File: src/rtl/id_ex_pipeline_register.sv
// ID/EX pipeline register with load-use bubble insertion, downstream stall and branch flush.
// Optional bubble counter enabled by defining ID_EX_BUBBLE_COUNT_EN.
module id_ex_pipeline_register #(
  parameter int unsigned DATA_WIDTH    = 32,
  parameter int unsigned COUNTER_WIDTH = 16
) (
  input  logic                     clock,
  input  logic                     reset_n,
  input  logic                     flush,
  input  logic                     id_valid,
  output logic                     id_ready,
  input  logic [5:0]               id_function_code,
  input  logic [1:0]               id_alu_operation,
  input  logic [DATA_WIDTH-1:0]    id_read_data_1,
  input  logic [DATA_WIDTH-1:0]    id_read_data_2,
  input  logic [DATA_WIDTH-1:0]    id_immediate,
  input  logic [4:0]               id_rs,
  input  logic [4:0]               id_rt,
  input  logic [4:0]               id_rd,
  input  logic                     id_reg_write,
  input  logic                     id_mem_read,
  input  logic                     id_mem_write,
  input  logic                     id_mem_to_reg,
  input  logic                     id_alu_src,
  input  logic                     id_reg_dst,
  input  logic                     ex_ready,
  output logic                     ex_valid,
  output logic [5:0]               ex_function_code,
  output logic [1:0]               ex_alu_operation,
  output logic [DATA_WIDTH-1:0]    ex_read_data_1,
  output logic [DATA_WIDTH-1:0]    ex_read_data_2,
  output logic [DATA_WIDTH-1:0]    ex_immediate,
  output logic [4:0]               ex_rs,
  output logic [4:0]               ex_rt,
  output logic [4:0]               ex_rd,
  output logic                     ex_reg_write,
  output logic                     ex_mem_read,
  output logic                     ex_mem_write,
  output logic                     ex_mem_to_reg,
  output logic                     ex_alu_src,
  output logic                     ex_reg_dst,
`ifdef ID_EX_BUBBLE_COUNT_EN
  output logic [COUNTER_WIDTH-1:0] bubble_count,
`endif
  output logic [4:0]               ex_write_register
);

  logic advance;
  logic load_use;

  assign advance  = ex_ready | ~ex_valid;
  assign load_use = ex_valid & ex_mem_read & (ex_rt != '0) & id_valid &
                    ((ex_rt == id_rs) | (ex_rt == id_rt));
  assign id_ready = reset_n & (flush | (advance & ~load_use));

  always_ff @(posedge clock) begin
    if (!reset_n) begin
      ex_valid          <= 1'b0;
      ex_function_code  <= '0;
      ex_alu_operation  <= '0;
      ex_read_data_1    <= '0;
      ex_read_data_2    <= '0;
      ex_immediate      <= '0;
      ex_rs             <= '0;
      ex_rt             <= '0;
      ex_rd             <= '0;
      ex_reg_write      <= 1'b0;
      ex_mem_read       <= 1'b0;
      ex_mem_write      <= 1'b0;
      ex_mem_to_reg     <= 1'b0;
      ex_alu_src        <= 1'b0;
      ex_reg_dst        <= 1'b0;
      ex_write_register <= '0;
    end else if (flush) begin
      ex_valid      <= 1'b0;
      ex_reg_write  <= 1'b0;
      ex_mem_read   <= 1'b0;
      ex_mem_write  <= 1'b0;
      ex_mem_to_reg <= 1'b0;
      ex_alu_src    <= 1'b0;
      ex_reg_dst    <= 1'b0;
    end else if (advance) begin
      if (id_valid && !load_use) begin
        ex_valid          <= 1'b1;
        ex_function_code  <= id_function_code;
        ex_alu_operation  <= id_alu_operation;
        ex_read_data_1    <= id_read_data_1;
        ex_read_data_2    <= id_read_data_2;
        ex_immediate      <= id_immediate;
        ex_rs             <= id_rs;
        ex_rt             <= id_rt;
        ex_rd             <= id_rd;
        ex_reg_write      <= id_reg_write;
        ex_mem_read       <= id_mem_read;
        ex_mem_write      <= id_mem_write;
        ex_mem_to_reg     <= id_mem_to_reg;
        ex_alu_src        <= id_alu_src;
        ex_reg_dst        <= id_reg_dst;
        ex_write_register <= id_reg_dst ? id_rd : id_rt;
      end else begin
        // Bubble: payload is left as-is, only state-changing controls are killed.
        ex_valid      <= 1'b0;
        ex_reg_write  <= 1'b0;
        ex_mem_read   <= 1'b0;
        ex_mem_write  <= 1'b0;
        ex_mem_to_reg <= 1'b0;
      end
    end
  end

`ifdef ID_EX_BUBBLE_COUNT_EN
  always_ff @(posedge clock) begin
    if (!reset_n) begin
      bubble_count <= '0;
    end else if (advance && load_use && !flush && (bubble_count != '1)) begin
      bubble_count <= bubble_count + {{(COUNTER_WIDTH-1){1'b0}}, 1'b1};
    end
  end
`else
  if (COUNTER_WIDTH == 0) begin : g_no_bubble_counter
  end
`endif

endmodule
File: config.mk
export PLATFORM = sky130hd
export DESIGN_NAME = id_ex_pipeline_register
export DESIGN_NICKNAME = d
export VERILOG_FILES = /design/src/rtl/id_ex_pipeline_register.sv
export SDC_FILE = /design/constraint.sdc
export NUM_CORES = 1
export LEC_CHECK = 0
export CORE_UTILIZATION = 35
export CTS_CLUSTER_DIAMETER = 80
export DETAILED_ROUTE_END_ITERATION = 10
export GPL_ROUTABILITY_DRIVEN = 1
export HOLD_SLACK_MARGIN = 0.08
export PLACE_DENSITY = 0.74
export SYNTH_ARGS = -nofsm -noshare
export SYNTH_HDL_FRONTEND = slang
export SYNTH_SLANG_ARGS = --single-unit
File: constraint.sdc
create_clock -name clock -period 1.85 [get_ports clock]
set_input_delay 0.2775 -clock clock [delete_from_list [all_inputs] [get_ports clock]]
set_output_delay 0.2775 -clock clock [all_outputs]
set_load 0.03 [all_outputs]
==> flow_results.org <==
** Floorplan
- Total Die Area :: 0.0163 mm2
- Initial Utilization :: 0.361
- Pin placement for this block handled 262 I/O pins.
- The floorplan has 45 rows.
- The die is 128 um tall.
- The floorplan step defined a core boundary enclosing 0.0153 mm2.
- Chip Width :: 128 um

** Synthesis
- Cell type with the largest total area after synthesis :: sky130_fd_sc_hd__dfxtp_1
- After synthesis the netlist holds a flip-flop and latch count of 131.
- Synth top area cells :: sky130_fd_sc_hd__dfxtp_1 47%, sky130_fd_sc_hd__mux2i_1 23%, sky130_fd_sc_hd__nand2_1 17%
- After synthesis, the share of flip-flops with an asynchronous set or reset is 0.
- Of the synthesized area, sequential elements account for 0.474.
- Number of instances in the synthesized netlist :: 593
- The most used flip-flop cell after synthesis is sky130_fd_sc_hd__dfxtp_1.
- Yosys Warn Count :: 0
- Cell types with the highest counts after synthesis :: 254 x sky130_fd_sc_hd__nand2_1, 131 x sky130_fd_sc_hd__dfxtp_1, 126 x sky130_fd_sc_hd__mux2i_1, 27 x sky130_fd_sc_hd__clkbuf_1, 11 x sky130_fd_sc_hd__buf_12
- After synthesis, the netlist uses 25 different library cells.
- Number of synthesized flops with an enable pin :: 0
- Synthesized net count :: 723
- Syn Area/Cell :: 9.32 um2
- After synthesis the cells add up to 0.00553 mm2.
- In the post-synthesis netlist, the cell with the most instances is sky130_fd_sc_hd__nand2_1.
- Share of the synthesized area in the top cell type :: 0.474

** Placement
- Detailed placement HPWL :: 10200 um
- Cell area after placement :: 0.00825 mm2
- The congestion estimate from routability-driven global placement came to 0.775.
- In this run the tool buffered the top-level ports with 261 buffer cells.
- Prior to clock tree synthesis, the placed netlist has a worst setup slack of -0.538 ns.

** Timing
- Slew HR :: 0.658
- Setup repair after global routing could not meet its margin everywhere.
- Based on the critical path, the design can be clocked at up to 520 MHz.
- Setup Viol. Count Final :: 1
- Setup clock skew after layout :: 0.00724 ns
- Actual transition at the worst max-transition pin :: 0.513 ns
- Final number of max-transition violations :: 0
- Post-route worst setup slack :: -0.0745 ns
- Final clock period utilization by the worst path :: 1.04
- Across all hold checks on the routed design, the worst slack comes to 0.166 ns.
- Hold Violations, Final :: 0
- Period minus WS final :: 1.92 ns

** Critical path
- CP startpoint kind :: flop
- Worst flop-to-flop path startpoint :: ex_rt[0]
- Capturing point of the worst reg2reg path :: ex_rd[0]
- For the worst flop-to-flop path, the logic depth is 8.
- The most critical setup path has its endpoint at id_ready.
- Launch point of the critical path :: ex_rt[0]
- FF-to-FF setup slack :: 0.04 ns
- Along the worst path, the maximum fanout reaches 5.
- Data required time of the worst path :: 1.57 ns
- Critical Setup Path Class :: reg -> out
- Worst setup EP type :: output port
- STA puts the critical path data arrival time at 1.65 ns.

** Clock tree
- The clock passes through at most 2 buffers.
- TritonCTS built the clock tree.
- Cts hold-fix bufs :: 0
- TritonCTS buffer count :: 17
- Root buf cell :: sky130_fd_sc_hd__clkbuf_16
- Counting every sink on the clock net gives 131.
- Clock-pin transition on the worst setup and hold timing paths :: 0.06 ns
- Clock latency reported for the late side of the worst-skew pair :: 0.42 ns
- The H-tree generated during clock tree synthesis spans 4 levels.

** GRT
- Initial antenna violation count :: 0
- The number of global-route vias before repair came to 4621.
- For this run, the total global-route usage over all layers was measured as 0.185.
- Global-route wire length before repair :: 23400 um
- Maximum number of pins on one net before global-route repair :: 128
- Global-route congestion overflow total :: 0

** Finish
- The repair_antennas step left the layout with diodes totalling 0.
- Net total in the final layout :: 984
- Registers with the highest flip-flop counts :: ex_immediate (32), ex_read_data_1 (32), ex_read_data_2 (32)
- Compared with the post-synthesis result, the final layout area differs by 63.3%.
- At the end of the flow the core is filled with cells to 0.590.
- Share of layout cells above drive strength 1 :: 0.0924
- After routing the design area is 0.00903 mm2.

** Status
- Violated checks :: negative setup slack
- The run finished, with violations left.

** Worst hold path
- Origin of the worst min-delay path :: reset_n
- Worst min-delay path class :: in -> reg

** Job
- Max cap viols :: 0

** Power and ir drop
- The share of total power dissipated in the clock network is 0.432.
- IR analysis of the VDD net gives a maximum drop of 0.549 mV.
- Leak pwr :: 3.52 nW
- Total design power :: 7.86 mW
- Of the total power, the share spent switching nets is 0.259.
- Switching power summed over all nets :: 2.04 mW
- Relative contribution of sequential cells to total power :: 0.388
- Cell internal power was estimated by the tool at 5.82 mW.
- Logic gate share of total power :: 0.180
- Power per Cell Area :: 871 mW/mm2

** Route
- Vias per cell :: 4.47
- After the first detailed-routing iteration, the DRC count stood at 229.
- Post-DR wirelength/cell :: 14.0 um
- Once detail routing completed, the nets flagged for antenna violations numbered 0.
- For this block, the via count after detailed routing is 4812.
- Final routed wirelength across all metal layers :: 15100 um
- Remaining design rule violation count :: 0
- Number of detailed-routing iterations run before antenna repair :: 5
## cell families (layout without fill, tap and decap cells)
kind of cell           count (synthesis)  count (layout)  share of synthesized area
AND/OR/NAND/NOR                      264             264                      0.182
XOR/XNOR                              10              10                     0.0158
AO/OA/AOI/OAI                         13              13                     0.0235
buffers and inverters                 44             317                     0.0659
multiplexers                         131             131                      0.238
flip-flops                           131             131                      0.474
## metrics by stage
stage	TNS [ns]	instances
floorplan	0	593
CTS	-0.0913	1077
finish	-0.0745	1077
global placement	-42.93	1042
global route	-1.71	1077
detailed placement	-45.40	1042
## worst min path at each step
stage,endpoint,slack (ns),cells past startpoint
after floorplan,ex_alu_src,0.42,2
after global placement,ex_read_data_1[13],0.44,2
after detailed placement,ex_rs[4],0.45,2
after CTS,ex_rt[3],0.15,3
after global routing,ex_rt[1],0.16,3
final,ex_rt[3],0.17,3
## cell type report
cell class | count | area (um2)
fillers | 1385 | 6290
repair buffers | 285 | 2900
flip-flops and latches | 131 | 2640
multi-input cells | 418 | 2630
clock buffers | 18 | 439
well taps | 211 | 264
clock inverters | 13 | 161
inverters | 1 | 3.75
## timing repair
action                     4_1_cts  5_1_grt
gates cloned                     2        0
setup endpoints to repair      112       58
gates resized for setup         21       12
pin swaps                        6        2
buffers inserted                 2        1
## routing by layer
layer / track usage / vias up / routed length, um
met5: 0 / - / 0
met3: 0.0614 / 25 / 1020
met2: 0.313 / 167 / 7370
li1: - / 2450 / -
met4: 0.0865 / 0 / 377
met1: 0.212 / 2170 / 6340
## critical path, stage by stage, from the launching register on
cell and delay [ns]:
sky130_fd_sc_hd__dfxtp_4 0.41, sky130_fd_sc_hd__xnor2_4 0.13, sky130_fd_sc_hd__nand3_2 0.11, sky130_fd_sc_hd__o22ai_4 0.18
sky130_fd_sc_hd__a21oi_1 0.08, sky130_fd_sc_hd__o21a_1 0.19, sky130_fd_sc_hd__buf_6 0.14
## power by group through the flow
stage	Combinational [mW]	Sequential [mW]	Clock [mW]
detailed placement	1.37	3.10	0
global route	1.51	3.06	3.62
CTS	1.41	3.05	3.49
global placement	1.36	3.10	0
floorplan	0.460	3.39	0
finish	1.41	3.05	3.40
## cell usage in the layout, fill, tap and decap left out, drive strengths merged
cell / instances
clkinv: 6
dlygate4sd2: 3
and2: 1
a21oi: 3
nor3: 2
o21a: 2
a211oi: 1
mux2: 5
nand3: 3
a21boi: 1
o22ai: 1
bufinv: 3
clkdlybuf4s50: 255
a21bo: 1
inv: 1
a32o: 4
nor2: 1
mux2i: 126
xnor2: 10
dlymetal6s2s: 1
dfxtp: 131
nand2: 254
clkbuf: 18
nor2b: 3
clkinvlp: 4
buf: 26
(Power assumes the default switching activity.)
